### config.mk
export PLATFORM = sky130hd
export DESIGN_NAME = sw_scan_flat
export DESIGN_NICKNAME = d
export VERILOG_FILES = /design/src/rtl/sw_scan_if.sv /design/src/rtl/sw_scan.sv /design/src/flat_wrapper.sv
export SDC_FILE = /design/constraint.sdc
export NUM_CORES = 1
export LEC_CHECK = 0
export CAP_MARGIN = 0
export CORE_ASPECT_RATIO = 0.8
export CORE_MARGIN = 1.5
export CORE_UTILIZATION = 52
export DETAILED_ROUTE_END_ITERATION = 12
export GPL_TIMING_DRIVEN = 0
export PLACE_DENSITY = 0.81
export SLEW_MARGIN = 10
export SYNTH_ARGS = -nofsm -noshare
export SYNTH_HDL_FRONTEND = slang
export SYNTH_SLANG_ARGS = --single-unit
### constraint.sdc
create_clock -name clk -period 3.4 [get_ports clk]
set_clock_uncertainty 0.2 [all_clocks]
set_input_delay 0.68 -clock clk [delete_from_list [all_inputs] [get_ports clk]]
set_output_delay 0.68 -clock clk [all_outputs]
set_load 0.005 [all_outputs]
### src/rtl/sw_scan_if.sv
// Event stream between the switch scanner and its consumer.
interface sw_scan_if;
  logic       ev_valid;
  logic       ev_ready;
  logic [4:0] ev_data;   // {kind, idx[3:0]}; kind 1 = press, 0 = release
  logic       ev_lost;

  modport master (output ev_valid, output ev_data, output ev_lost, input ev_ready);
  modport slave  (input ev_valid, input ev_data, input ev_lost, output ev_ready);
endinterface

### src/rtl/sw_scan.sv
// 16-switch debouncer with press/release event queue.
// Each lane synchronizes, samples on the shared tick, debounces and holds a
// pending press/release flag; the top arbitrates pending flags into a
// 4-entry event FIFO.

module sw_scan_lane #(
  parameter int STABLE_N = 4
) (
  input  logic clk,
  input  logic rst,
  input  logic sw_i,
  input  logic tick_i,
  input  logic grant_i,       // pending flag of this lane pushed this cycle
  output logic state_o,
  output logic press_pend_o,
  output logic rel_pend_o,
  output logic lost_o         // an event was coalesced away this cycle
);
  logic                sync1_q, sync2_q;
  logic [STABLE_N-1:0] hist_q, hist_d;
  logic                state_q, state_d;
  logic                press_pend_q, press_pend_d;
  logic                rel_pend_q, rel_pend_d;
  logic                press_ev, rel_ev;

  // History shift, acceptance, and pending-flag update with coalescing.
  // Both flags are never set together, so a grant clears whichever one is set.
  always_comb begin
    hist_d       = hist_q;
    state_d      = state_q;
    press_ev     = 1'b0;
    rel_ev       = 1'b0;
    press_pend_d = press_pend_q & ~grant_i;
    rel_pend_d   = rel_pend_q & ~grant_i;
    lost_o       = 1'b0;
    if (tick_i) begin
      hist_d = {hist_q[STABLE_N-2:0], sync2_q};
      if ((&hist_d) && !state_q) begin
        state_d  = 1'b1;
        press_ev = 1'b1;
      end else if (!(|hist_d) && state_q) begin
        state_d = 1'b0;
        rel_ev  = 1'b1;
      end
    end
    if (press_ev) begin
      if (rel_pend_d) begin
        rel_pend_d = 1'b0;
        lost_o     = 1'b1;
      end else begin
        press_pend_d = 1'b1;
      end
    end
    if (rel_ev) begin
      if (press_pend_d) begin
        press_pend_d = 1'b0;
        lost_o       = 1'b1;
      end else begin
        rel_pend_d = 1'b1;
      end
    end
  end

  // Lane state registers.
  always_ff @(posedge clk) begin
    if (rst) begin
      sync1_q      <= 1'b0;
      sync2_q      <= 1'b0;
      hist_q       <= '0;
      state_q      <= 1'b0;
      press_pend_q <= 1'b0;
      rel_pend_q   <= 1'b0;
    end else begin
      sync1_q      <= sw_i;
      sync2_q      <= sync1_q;
      hist_q       <= hist_d;
      state_q      <= state_d;
      press_pend_q <= press_pend_d;
      rel_pend_q   <= rel_pend_d;
    end
  end

  assign state_o      = state_q;
  assign press_pend_o = press_pend_q;
  assign rel_pend_o   = rel_pend_q;
endmodule

module sw_scan #(
  parameter int TICK_DIV = 50000,
  parameter int STABLE_N = 4
) (
  input  logic        clk,
  input  logic        rst,
  input  logic [15:0] sw_i,
  output logic [15:0] sw_state_o,
  sw_scan_if.master   ev
);
  localparam int NUM_LANES = 16;
  localparam int IW        = 4;
  localparam int CW        = (TICK_DIV > 2) ? $clog2(TICK_DIV) : 1;

  logic [CW-1:0]          div_q, div_d;
  logic                   tick;
  logic [NUM_LANES-1:0]   press_pend, rel_pend, req, grant, lost_vec;
  logic                   found, push, pop, full;
  logic [IW-1:0]          sel;
  logic [4:0]             push_data;
  logic [3:0][4:0]        mem_q;
  logic [1:0]             wr_q, wr_d, rd_q, rd_d;
  logic [2:0]             cnt_q, cnt_d;
  logic                   lost_q;

  // Sample-tick prescaler: one tick per TICK_DIV cycles.
  always_comb begin
    tick  = (div_q == CW'(TICK_DIV - 1));
    div_d = tick ? '0 : div_q + CW'(1);
  end

  for (genvar g = 0; g < NUM_LANES; g++) begin : g_lane
    sw_scan_lane #(.STABLE_N(STABLE_N)) u_lane (
      .clk          (clk),
      .rst          (rst),
      .sw_i         (sw_i[g]),
      .tick_i       (tick),
      .grant_i      (grant[g]),
      .state_o      (sw_state_o[g]),
      .press_pend_o (press_pend[g]),
      .rel_pend_o   (rel_pend[g]),
      .lost_o       (lost_vec[g])
    );
  end

  // Lowest-index pending lane wins; push only when the FIFO can take it.
  always_comb begin
    req   = press_pend | rel_pend;
    found = 1'b0;
    sel   = '0;
    for (int i = NUM_LANES - 1; i >= 0; i--) begin
      if (req[i]) begin
        found = 1'b1;
        sel   = IW'(i);
      end
    end
    pop       = ev.ev_valid & ev.ev_ready;
    full      = (cnt_q == 3'd4);
    push      = found & (!full | pop);
    grant     = push ? (NUM_LANES'(1) << sel) : '0;
    push_data = {press_pend[sel], sel};
  end

  // FIFO pointer/occupancy next state; pointers wrap naturally at 4.
  always_comb begin
    wr_d  = wr_q + 2'(push);
    rd_d  = rd_q + 2'(pop);
    cnt_d = cnt_q + 3'(push) - 3'(pop);
  end

  // Prescaler, FIFO storage and sticky lost flag.
  always_ff @(posedge clk) begin
    if (rst) begin
      div_q  <= '0;
      mem_q  <= '0;
      wr_q   <= '0;
      rd_q   <= '0;
      cnt_q  <= '0;
      lost_q <= 1'b0;
    end else begin
      div_q <= div_d;
      if (push) mem_q[wr_q] <= push_data;
      wr_q   <= wr_d;
      rd_q   <= rd_d;
      cnt_q  <= cnt_d;
      lost_q <= lost_q | (|lost_vec);
    end
  end

  assign ev.ev_valid = (cnt_q != 3'd0);
  assign ev.ev_data  = mem_q[rd_q];
  assign ev.ev_lost  = lost_q;
endmodule

### src/flat_wrapper.sv
// flat-port wrapper written by rule: the top's interface ports become plain ports
module sw_scan_flat 
#(
  parameter int TICK_DIV = 50000,
  parameter int STABLE_N = 4
)
  (clk, rst, sw_i, sw_state_o, ev_ev_valid, ev_ev_data, ev_ev_lost, ev_ev_ready);
  sw_scan_if ev_i ();
  input  logic clk;
  input  logic rst;
  input  logic [15:0] sw_i;
  output logic [15:0] sw_state_o;
  output wire logic [$bits(ev_i.ev_valid)-1:0] ev_ev_valid;
  output wire logic [$bits(ev_i.ev_data)-1:0] ev_ev_data;
  output wire logic [$bits(ev_i.ev_lost)-1:0] ev_ev_lost;
  input wire logic [$bits(ev_i.ev_ready)-1:0] ev_ev_ready;
  assign ev_ev_valid = ev_i.ev_valid;
  assign ev_ev_data = ev_i.ev_data;
  assign ev_ev_lost = ev_i.ev_lost;
  assign ev_i.ev_ready = ev_ev_ready;
  sw_scan #(.TICK_DIV(TICK_DIV), .STABLE_N(STABLE_N)) u_core (.clk(clk), .rst(rst), .sw_i(sw_i), .sw_state_o(sw_state_o), .ev(ev_i));
endmodule
; Word level (Yosys, flattened, before mapping)
; Cells that the tools add are included.
[op_classes]
n_addsub = 5
mul = 0
n_div = 0
order_cmp = 4
eq_ne = 2
shift = 1
mux = 296
n_bitwise = 53
n_reduce_logical = 149
[op_table]
columns = cell, n
row1 = 1-bit two-way mux, 273
row2 = 4-bit two-way mux, 16
row3 = 4-bit AND reduction, 16
row4 = 4-bit OR reduction, 16
row5 = 1-bit AND, 34
row6 = 2-bit OR reduction, 17
row7 = 1-bit logical AND, 33
row8 = 1-bit logical NOT, 33
row9 = 2-bit AND reduction, 16
row10 = 2-bit nonzero test, 16
row11 = 20-bit bitwise mux, 1
row12 = "16-bit by 1-bit adder with 16-bit output, second input constant", 1
row13 = "16-bit == test, second input constant", 1
row14 = 16-bit two-way mux, 1
row15 = 1-bit NOT, 16
row16 = 16-bit OR, 1
row17 = 16-bit OR reduction, 1
row18 = "1-bit by 4-bit left shift with 16-bit output, first input constant", 1
row19 = 5-bit binary-select mux with 2-bit select, 1
row20 = 5-bit demux with 2-bit select, 1
row21 = 5-bit two-way mux, 2
row22 = "2-bit by 3-bit < comparator with 1-bit output, second input constant", 2
row23 = "4-bit by 5-bit < comparator with 1-bit output, second input constant", 1
row24 = 2-bit by 1-bit adder with 2-bit output, 2
row25 = 7 further kinds, 8
[totals]
regBits = 172
latchBits = 0
ram_bits = 0
mem_bits_ro = 0
input_bits = 19
out_inout_bits = 23
elab_cells = 615
n_memories = 0

; Logic depth before layout (Yosys ltp)
; Gate-level depths: netlist of the first run.
[logic_depth]
ltp_word = 27
depth_mapped = 13
ltp_nobuf = 12

; Cells and area by module
; From an unflattened synthesis of the first run, not the netlist that was laid out.
[unflattened]
cells_unflattened = 836
area_unflattened_um2 = 7886.3
[modules_own_cells]
columns = module, n_inst, cells_per_inst, area_per_inst_um2, seq_area_each_um2
row1 = sw_scan_lane, 16, 33, 330.3, 160.2
row2 = sw_scan, 1, 308, 2601.2, 880.8

; Worst setup path before layout of the first run
; Ideal clock, no wire load.
[synth_path]
path_type = reg-to-reg
from = reg u_core.g_lane[12].u_lane.rel_pend_q
to = reg u_core.cnt_q[2]
setup_ns = 0.128
t_arrival_ns = 2.509
t_required_ns = 3.072
slack_ns = 0.563
path_stages_with_launch = 12
path_buffers = 0
synth_period_minus_slack_ns = 2.837
path_cell_list = dfxtp_1 > or4_4 > or2b_2 > nor2_1 > and2_1 > o21bai_1 > ha_1 > inv_1 > fa_1 > xor2_1 > xnor2_1 > nor2_1
[synth_via]
elab_chain_len = 17
[synth_lines]
columns = element, line_no
row1 = start: declaration, sw_scan.sv:23  ; logic rel_pend_q, rel_pend_d;
row2 = start signal: assignment, sw_scan.sv:79  ; rel_pend_q <= rel_pend_d;
row3 = 16-bit OR, sw_scan.sv:135  ; req = press_pend | rel_pend;
row4 = 1-bit two-way mux (13 in series), sw_scan.sv:139  ; if (req[i]) begin
row5 = 1-bit AND, sw_scan.sv:146  ; push = found & (!full | pop);
row6 = 3-bit by 1-bit adder with 3-bit output, sw_scan.sv:155  ; cnt_d = cnt_q + 3'(push) - 3'(pop);
row7 = 3-bit by 1-bit subtractor with 3-bit output, sw_scan.sv:155
row8 = end signal: assignment, sw_scan.sv:172  ; cnt_q <= cnt_d;
row9 = end: declaration, sw_scan.sv:110  ; logic [2:0] cnt_q, cnt_d;
; Every way passes these cells.
; A chain may end at the register's enable or synchronous reset.

; Worst setup path in the final report of the first run
[layout_path]
from = reg u_core.div_q[0]
to = reg u_core.lost_q, in the netlist u_core.ev.ev_lost
[layout_via]
elab_chain_len = 7
elab_cells_between_ends = 99
classes_between = 1 x eq/ne / 96 x mux / 1 x bitwise / 1 x reduce/logical
[layout_lines]
columns = element, line_no
row1 = start: declaration, sw_scan.sv:102  ; logic [CW-1:0] div_q, div_d;
row2 = start signal: assignment, sw_scan.sv:168  ; div_q <= div_d;
row3 = 16-bit == test (*), sw_scan.sv:115  ; tick = (div_q == CW'(TICK_DIV - 1));
row4 = 1-bit two-way mux, sw_scan.sv:36  ; if (tick_i) begin
row5 = 1-bit two-way mux, sw_scan.sv:46  ; if (press_ev) begin
row6 = 1-bit two-way mux, sw_scan.sv:55  ; if (press_pend_d) begin
row7 = 1-bit two-way mux, sw_scan.sv:54  ; if (rel_ev) begin
row8 = 16-bit OR reduction (*), sw_scan.sv:173  ; lost_q <= lost_q | (|lost_vec);
row9 = 1-bit OR (*), sw_scan.sv:173
row10 = end signal: assignment, sw_scan.sv:173
row11 = end: declaration, sw_scan.sv:111  ; logic lost_q;
; Every way passes the cells marked *; elsewhere a longest branch is shown, timed or not.

==> results.toml, run 1 <==
[finish]
num_antenna_cells = 0
layout.nets = 984
fill_cells = 1227
stdcell_count = 1157
mostFrequentLayoutCells = "172 x dfxtp_1, 141 x nand2_1, 93 x nor2_1"
seqCellArea_mm2 = 0.00344
multi_input_area_mm2 = 0.00400
final_layout_size_suffix_gt1_frac = 0.104
final_common_cell = "dfxtp_1"
areaGrowthSynthToFinish_pct = 16.3

[synth]
syn_area_per_cell_um2 = 8.63
yosysWarnings = 0
netlist_area_mm2 = 0.00778
ys.flop_type = "dfxtp_1"
synth-simple-area-share = 0.291
synth_top_family_by_area = "simple AND/OR/NAND/NOR gates"
synthDistinctLibCells = 84
synth_compound_area_frac = 0.157
async_flop_share = 0
synthAdderAreaFrac = 0.00901
synth_edf_count = 0
synth_cells = 901
ys_seq_area_frac = 0.443
ys_ff_latch = 172
synth_nets = 925
synth_xor_area_frac = 0.0191
synth_mux_area_frac = 0.0376

[timing]
finalCritPeriodShare = 0.984
finalSetupViolCount = 0
fmax_ghz = 0.299
drv_slew = 0
rsz0062_at_grt = "true"
setup_ws_ns = 0.0558
timing_hold_violations_final = 0
tightest_slew_ns = 1.31
relSlewSlack = 0.112
setup_tns_ns = 0
period_needed_ns = 3.34

[die]
start_util = 0.539
dieWidth_um = 140
rows = 39
ios = 42
die_y_um = 112
die_area_mm2 = 0.0157
core-area_mm2 = 0.0144

[min_path]
hold_path_class = "reg2reg"

[worst_setup_path]
required_ns = 3.46
critPathArrivalTime_ns = 3.40
end_kind = "register"
path_max_fanout = 10
crit_type = "reg2reg"
start_kind = "register"

[clocking]
cts_made_buffers = 17
root_buffer = "clkbuf_16"
postCtsHoldBufs = 0
htree_num_levels = 4
cts_tree = "built"
clk_pin_slew_worst_paths_ns = 0.07
cts.sinks = 172
cts_setup_buffers = 0
insertion_delay_ns = 0.43
clock_path_buffers = 2

[placed_design]
place.gp.congestion = 1.01
placed_cells = 1126
port_buffers = 41
dp_hpwl_mm = 14.7
dp_slack_ns = -0.454

[power_and_ir_drop]
ir_drop_mv = 0.341
p_leak_nw = 3.17
powerDensity_mw_per_mm2 = 492

[run_status]
violations = "design-rule violations"
outcome = "complete, but fails checks"

[grt]
top_usage_layer = "met2"
antenna_found_initial = 0
grt_remaining_overflow = 0
grt_max_degree = 17
grt_pass1_wl_mm = 32.8
met2_usage = 0.417
grt_use_met1 = 0.363
grtUsageMet3 = 0.0794
grt_use_total = 0.269
grt_pass1_vias = 6493

[routing]
viasPerCell = 5.85
ant_nets = 0
drc = 1
finalWirelength_mm = 20.2
vias = 6770
wl_per_cell_um = 17.5
first_pass_iters = 10
drtIter0Drc = 535

[job]
maxCapViolations = 0
==> per-stage QoR <==
step                      hold slack [ns]  total power [mW]  utilization  instance area [um2]
after floorplan                     0.214              2.30            -                 7780
after global placement              0.217              2.39        0.583                 8420
after detailed placement            0.221              2.40        0.583                 8420
after CTS                           0.236              4.47        0.627                 9050
after global routing                0.247              4.58        0.627                 9050
final                               0.229              4.45        0.627                 9050
==> cells by family (layout without fill, tap and decap cells) <==
logic type                 after synthesis  count (layout)
and+or+nand+nor                        434             434
xor gates and xnor gates                17              17
DFF                                    172             172
buffers and inverters                   70             142
adders and majority gates                5               5
AOI/OAI and AO/OA                      180             180
muxes                                   23              23
==> synth_stat cells (all sizes together) (5+ instances only) <==
master  instances  area, um2
a21oi          88        452
nor3           23        131
or4             5       45.0
buf            26        175
and2            8       51.3
xor2            8       70.1
mux4            5        113
nor2b          39        244
or3            10       67.6
o21ai          18       93.8
mux2i          18        180
and3           17        106
a31oi          10        108
a211oi         12        110
xnor2           9       78.8
nand4          18        128
o211ai          5       47.5
inv            13       48.8
a22oi           5       37.5
nor4           25        223
nand2         141        529
a22o            5       43.8
dfxtp         172       3440
nand2b         12       75.1
nor2           93        349
nand3          19        100
clkbuf         31        116
==> report_power, final <==
part	switching, mW	total (mW)	leakage (nW)	internal, mW
Clock	0.839	2.10	0.311	1.26
Sequential	0.0265	2.08	1.39	2.06
Combinational	0.145	0.268	1.46	0.124
==> metal layers <==
metal | routed length [um] | share of wire
met5 | 0 | 0
met4 | 345 | 0.017
met3 | 1730 | 0.086
met2 | 8800 | 0.43
met1 | 9370 | 0.46
==> path summary, 6_finish.rpt <==
path,startpoint,endpoint,slack (ns),cells after the start
setup / recovery,u_core.div_q[0],u_core.ev.ev_lost,0.06,10
hold / removal,u_core.g_lane[5].u_lane.sync1_q,u_core.g_lane[5].u_lane.sync2_q,0.23,1
setup reg to reg,u_core.div_q[0],u_core.ev.ev_lost,0.06,10
hold reg to reg,u_core.g_lane[5].u_lane.sync1_q,u_core.g_lane[5].u_lane.sync2_q,0.23,1
==> sequential cells by signal, summed over array words and instances (netlist names), 2 cells and up <==
register                           flops
u_core.g_lane.u_lane.sync2_q          16
u_core.mem_q                          20
u_core.g_lane.u_lane.press_pend_o     16
u_core.rd_q                            2
u_core.cnt_q                           3
u_core.g_lane.u_lane.rel_pend_o       16
u_core.div_q                          16
u_core.g_lane.u_lane.state_o          16
u_core.g_lane.u_lane.hist_q           48
u_core.wr_q                            2
u_core.g_lane.u_lane.sync1_q          16
==> final cells by class <==
class	count	share of cell area
multi-input combinational	659	0.441
sequential	172	0.380
clock buffer	20	0.0494
buffer	56	0.0321
timing repair buffer	41	0.0453
clock inverter	12	0.0205
inverter	13	0.00539
tap	184	0.0254
==> critical path: stages (launching register included) <==
cell      delay (ns)
dfxtp_1         0.32
ha_1            0.23
and3_1          0.24
nand4_1         0.16
clkbuf_1        0.54
clkbuf_2        0.39
nor2_1          0.11
a221oi_1        0.26
nand4_1         0.20
nor4_1          0.31
a31oi_1         0.20
==> what timing repair did <==
| item | in CTS | in global routing |
|---|---|---|
| gates resized for setup | 1 | 2 |
| gates cloned | 0 | 0 |
| endpoints found under the setup margin | 11 | 11 |
Note: power is estimated with default switching activity, not from simulation.
==> run 2, diff against run 1 <==
--- a/config.mk
+++ b/config.mk
@@ -12,6 +12,7 @@
 export DETAILED_ROUTE_END_ITERATION = 12
 export GPL_TIMING_DRIVEN = 0
 export PLACE_DENSITY = 0.81
+export RECOVER_POWER = 50
 export SLEW_MARGIN = 10
 export SYNTH_ARGS = -nofsm -noshare
 export SYNTH_HDL_FRONTEND = slang
==> run 2 against run 1 <==
Net effect: the run still ends with design-rule violations left; fmax down 1.2%; combinational power down 1%; first-iteration DRC count up 17%; hold slack worse by 0.00096 ns; final cell count unchanged; critical path depth unchanged; final area down 0.24%; die area unchanged; sequential share of layout area up 0.090 points; clock power about the same; largest cell class unchanged; highest routed layer unchanged.
==> results.toml, run 2 (same netlist as run 1, synthesis figures left out) <==
[run_status]
outcome = "complete, but fails checks"
violations = "design-rule violations"

[routing]
wl_met2_mm = 8.71
wl_met3_mm = 1.96
drc = 1
met1_length_mm = 9.13
top_layer_used = "met4"
finalWirelength_mm = 20.2
first_pass_iters = 9
vias = 6816
wl_per_cell_um = 17.4
drtIter0Drc = 626
ant_nets = 0
viasPerCell = 5.89

[finish]
final_common_cell = "dfxtp_1"
mostFrequentLayoutCells = "172 x dfxtp_1, 141 x nand2_1, 93 x nor2_1"
areaGrowthSynthToFinish_pct = 16.1
layout.nets = 984
seqCellArea_mm2 = 0.00344
largest_register = "u_core.g_lane.u_lane.hist_q"
fill_cells = 1232
design_area_mm2 = 0.00903
multi_input_area_mm2 = 0.00398
reg_top3 = "u_core.g_lane.u_lane.hist_q x48, u_core.mem_q x20"
final_layout_size_suffix_gt1_frac = 0.0987
largest_reg_flops = 48
num_antenna_cells = 0

[min_path]
hold_path_class = "reg2reg"

[placed_design]
place.gp.congestion = 1.01
dp_hpwl_mm = 14.7
placed_area_mm2 = 0.00842
dp_slack_ns = -0.454
port_buffers = 41

[grt]
grt_pass1_vias = 6493
grt_max_degree = 17
grt_remaining_overflow = 0
grt_use_total = 0.269
grt_pass1_wl_mm = 32.8
antenna_found_initial = 0

[clocking]
cts.sinks = 172
clock_path_buffers = 2
cts_made_buffers = 17
htree_num_levels = 4
cts_tree = "built"
clk_pin_slew_worst_paths_ns = 0.07
root_buffer = "clkbuf_16"
insertion_delay_ns = 0.43

[power_and_ir_drop]
ir_drop_mv = 0.338
powerDensity_mw_per_mm2 = 493
p_leak_nw = 3.17
fin_total_pwr_mw = 4.45

[timing]
drv_slew = 0
finalSetupViolCount = 0
tightest_slew_ns = 1.28
finalCritPeriodShare = 0.995
timing_hold_violations_final = 0
rsz0062_at_grt = "true"
period_needed_ns = 3.38
relSlewSlack = 0.132
fmax_ghz = 0.295
setup_ws_ns = 0.0153

[die]
dieWidth_um = 140
ios = 42
start_util = 0.539
die_y_um = 112
rows = 39
core-area_mm2 = 0.0144
die_area_mm2 = 0.0157

[worst_setup_path]
required_ns = 3.46
start_kind = "register"
crit_type = "reg2reg"
critPathArrivalTime_ns = 3.44
end_kind = "register"
path_max_fanout = 10

[job]
maxCapViolations = 0
==> run 2: metrics by stage <==
step / setup TNS [ns] / utilization / std cells / hold WS, ns
6_report: 0 / 0.625 / 1157 / 0.228
5_1_grt: -1.21 / 0.625 / 1157 / 0.247
4_1_cts: 0 / 0.627 / 1158 / 0.236
3_5_place_dp: -1.00 / 0.583 / 1126 / 0.221
3_3_place_gp: -0.789 / 0.583 / 1126 / 0.217
2_1_floorplan: 0 / - / 901 / 0.214
==> run 2: metal layers <==
metal / vias to the layer above / global-route usage
met4: 0 / 0.0828
met3: 32 / 0.0794
li1: 3307 / -
met2: 273 / 0.417
met5: - / 0
met1: 3204 / 0.363
==> run 2: path summary, 6_finish.rpt <==
path | slack (ns) | cells past startpoint | start | end
setup / recovery | 0.02 | 10 | u_core.div_q[0] | u_core.ev.ev_lost
hold / removal | 0.23 | 1 | u_core.g_lane[5].u_lane.sync1_q | u_core.g_lane[5].u_lane.sync2_q
setup reg to reg | 0.02 | 10 | u_core.div_q[0] | u_core.ev.ev_lost
hold reg to reg | 0.23 | 1 | u_core.g_lane[5].u_lane.sync1_q | u_core.g_lane[5].u_lane.sync2_q
==> run 2: cell type report <==
class                           count  area share
Multi-Input combinational cell    659       0.440
Sequential cell                   172       0.381
Clock buffer                       20      0.0495
Timing Repair Buffer               41      0.0455
Buffer                             56      0.0319
Tap cell                          184      0.0255
Clock inverter                     12      0.0205
Inverter                           13     0.00540
==> run 2: critical path: stages (launching register included) <==
cell      delay (ns)
dfxtp_1         0.32
ha_1            0.23
and3_1          0.24
nand4_1         0.16
clkbuf_1        0.53
clkbuf_2        0.39
nor2_1          0.11
a221oi_1        0.26
nand4_1         0.22
nor4_1          0.33
a31oi_1         0.20
==> run 2: power by group <==
part	internal (mW)	switching [mW]
Sequential	2.06	0.0266
Combinational	0.120	0.145
Clock	1.26	0.839
Total	3.44	1.01
==> run 2: what timing repair did <==
| item | in CTS | in global routing |
|---|---|---|
| endpoints found under the setup margin | 11 | 11 |
| setup buffers | 0 | 0 |
| hold buffers | 0 | 0 |
| pin swaps | 0 | 0 |
| gates resized for setup | 1 | 2 |
==> RTL edit: new RTL, settings of run 1 <==
`TICK_DIV` is set to 50000 in 2 places; all go to 100000.
--- a/src/rtl/sw_scan.sv
+++ b/src/rtl/sw_scan.sv
@@ -86,7 +86,7 @@
 endmodule
 
 module sw_scan #(
-  parameter int TICK_DIV = 50000,
+  parameter int TICK_DIV = 100000,
   parameter int STABLE_N = 4
 ) (
   input  logic        clk,
--- a/src/flat_wrapper.sv
+++ b/src/flat_wrapper.sv
@@ -1,7 +1,7 @@
 // flat-port wrapper written by rule: the top's interface ports become plain ports
 module sw_scan_flat 
 #(
-  parameter int TICK_DIV = 50000,
+  parameter int TICK_DIV = 100000,
   parameter int STABLE_N = 4
 )
   (clk, rst, sw_i, sw_state_o, ev_ev_valid, ev_ev_data, ev_ev_lost, ev_ev_ready);
Check against the original RTL: no difference found for any inputs over 10 cycles, from zero or initial values and one cycle with rst high; that may be too few to reach the edited logic, so the function may still have changed.
==> RTL edit against run 1 <==
Global-route usage increased by 0.25 points; count of clock-buffer cells in the layout shrank 1; highest routed layer unchanged; total power is 3.4% lower; largest power group is now sequential cells; sequential cell count increased by 1; final area shrank 0.24%; setup slack better by 0.037 ns; synthesized cell count rose by 1.8%; wire length up 3.3%; area after synthesis decreased by 1.5%; final cell count increased by 1.7%; largest cell class unchanged; die area down 1.5%.
==> RTL edit: results (changes against run 1) <==
run_status:
  status: "completed"
synth:
  syn_area_per_cell_sq_um: 8.353  # -3.2%
  seq_area_frac_synth_pct: 45.21  # +0.95 points
  synth.distinct_cells: 68  # -19%
  synthTopCellsByCount: "dfxtp_1 (173), nand2_1 (165), nor2_1 (96)"
  synth_nets: 942  # +1.8%
power:
  switching_share_pct: 24.51  # +1.8 points
  ir_worst_vdd_uv: 386.4  # +13%
  leakagePower_uw: 0.003150  # -0.62%
placement:
  gp_congestion: 0.9853  # -2.1%
  dpl.hpwl_um: 15130  # +2.6%
  dp_cells: 1142  # +1.4%
worst_setup_path:
  slowest_stage: "or4_4"
  slowest_delay_ns: 0.58  # +0.04 ns
  crit_start: "u_core.g_lane[0].u_lane.press_pend_o"
  cp.arrival_ns: 3.38  # -0.02 ns
  rr_startpoint: "u_core.g_lane[0].u_lane.press_pend_o"
finish:
  fin_nets: 1005  # +2.1%
  fill_cells: 1214  # -1.1%
  layout-drive-gt1-share_pct: 9.869  # -0.51 points
  largestRegisters: "u_core.g_lane.u_lane.hist_q x48, u_core.mem_q x20, u_core.div_q x17"
drt:
  wl_um: 20920  # +3.3%
  drtIter0Drc: 727  # +36%
  dr.pass1.iters: 5  # -5
  viasPerCell: 5.951  # +1.7%
worst_hold_path:
  hold_start: "u_core.g_lane[8].u_lane.sync1_q"
global_route:
  first_global_vias: 6320  # -2.7%
  antenna_found_initial: 0  # unchanged
  grt_pass1_wl_um: 32960  # +0.57%
sta:
  worst_pin_slew_ns: 1.152  # -0.1621 ns
==> RTL edit: cell types whose count changed in the layout (fill, tap and decap cells not counted), sizes merged, moves of 5 or more <==
| cell | delta |
|---|---|
| a31oi | -6 |
| nor3 | +5 |
| nand2b | -5 |
| inv | +5 |
| a21oi | -9 |
| a41oi | +5 |
| nor4 | -7 |
| xnor2 | -5 |
| nand2 | +24 |
| clkbuf | +6 |
==> RTL edit: through the flow <==
step / instance area (sq um) / utilization (%) / setup slack [ns]
2_1_floorplan: 7660 / - / 0.3964
3_3_place_gp: 8300 / 57.86 / -0.5349
3_5_place_dp: 8308 / 57.91 / -0.5163
4_1_cts: 8916 / 62.15 / -0.001547
5_1_grt: 9029 / 62.93 / -0.003569
6_report: 9029 / 62.93 / 0.09298
==> RTL edit: worst paths after layout <==
path / endpoint / slack [ns] / cells past startpoint
max: u_core.ev.ev_lost / 0.09 / 9
min: u_core.g_lane[8].u_lane.sync2_q / 0.24 / 1
max reg2reg: u_core.ev.ev_lost / 0.09 / 9
min reg2reg: u_core.g_lane[8].u_lane.sync2_q / 0.24 / 1
==> RTL edit: cells by family after synthesis <==
family / count (synthesis) / share of synthesized area (%)
flops: 173 / 45.21
xor+xnor: 15 / 1.715
fa+ha+maj: 6 / 1.078
simple gates: 453 / 29.08
mux: 23 / 3.822
compound gates: 173 / 14.59
buf+inv: 74 / 4.508
==> RTL edit: per-layer routing <==
metal	GRT usage [%]	vias up	part of all wire (%)
li1	-	3348	-
met1	38.78	3355	46
met2	41.46	272	43
met3	6.151	29	9.6
met4	7.292	0	1.4
met5	0	-	0
==> RTL edit: layout make-up <==
class / count / area, sq um / share of cell area [%]
Clock inverter: 13 / 131.4 / 1.455
Timing Repair Buffer: 45 / 440.4 / 4.878
Clock buffer: 19 / 442.9 / 4.906
Multi-Input combinational cell: 670 / 3973 / 44.00
Buffer: 56 / 282.8 / 3.132
Tap cell: 184 / 230.2 / 2.550
Inverter: 17 / 63.81 / 0.7068
Sequential cell: 173 / 3465 / 38.37
==> RTL edit: repair_timing <==
action,CTS,global route
pin swaps,1,5
hold buffers,0,0
gates resized for setup,6,24
setup buffers,1,3
endpoints found under the setup margin,4,46
==> RTL edit: power by group through the flow <==
stage	Sequential [uW]	Combinational [uW]	Clock (uW)
4_1_cts	2100	290	1910
3_3_place_gp	2140	281	0
5_1_grt	2100	324	2020
6_report	2100	291	1910
2_1_floorplan	2130	188	0
3_5_place_dp	2140	283	0
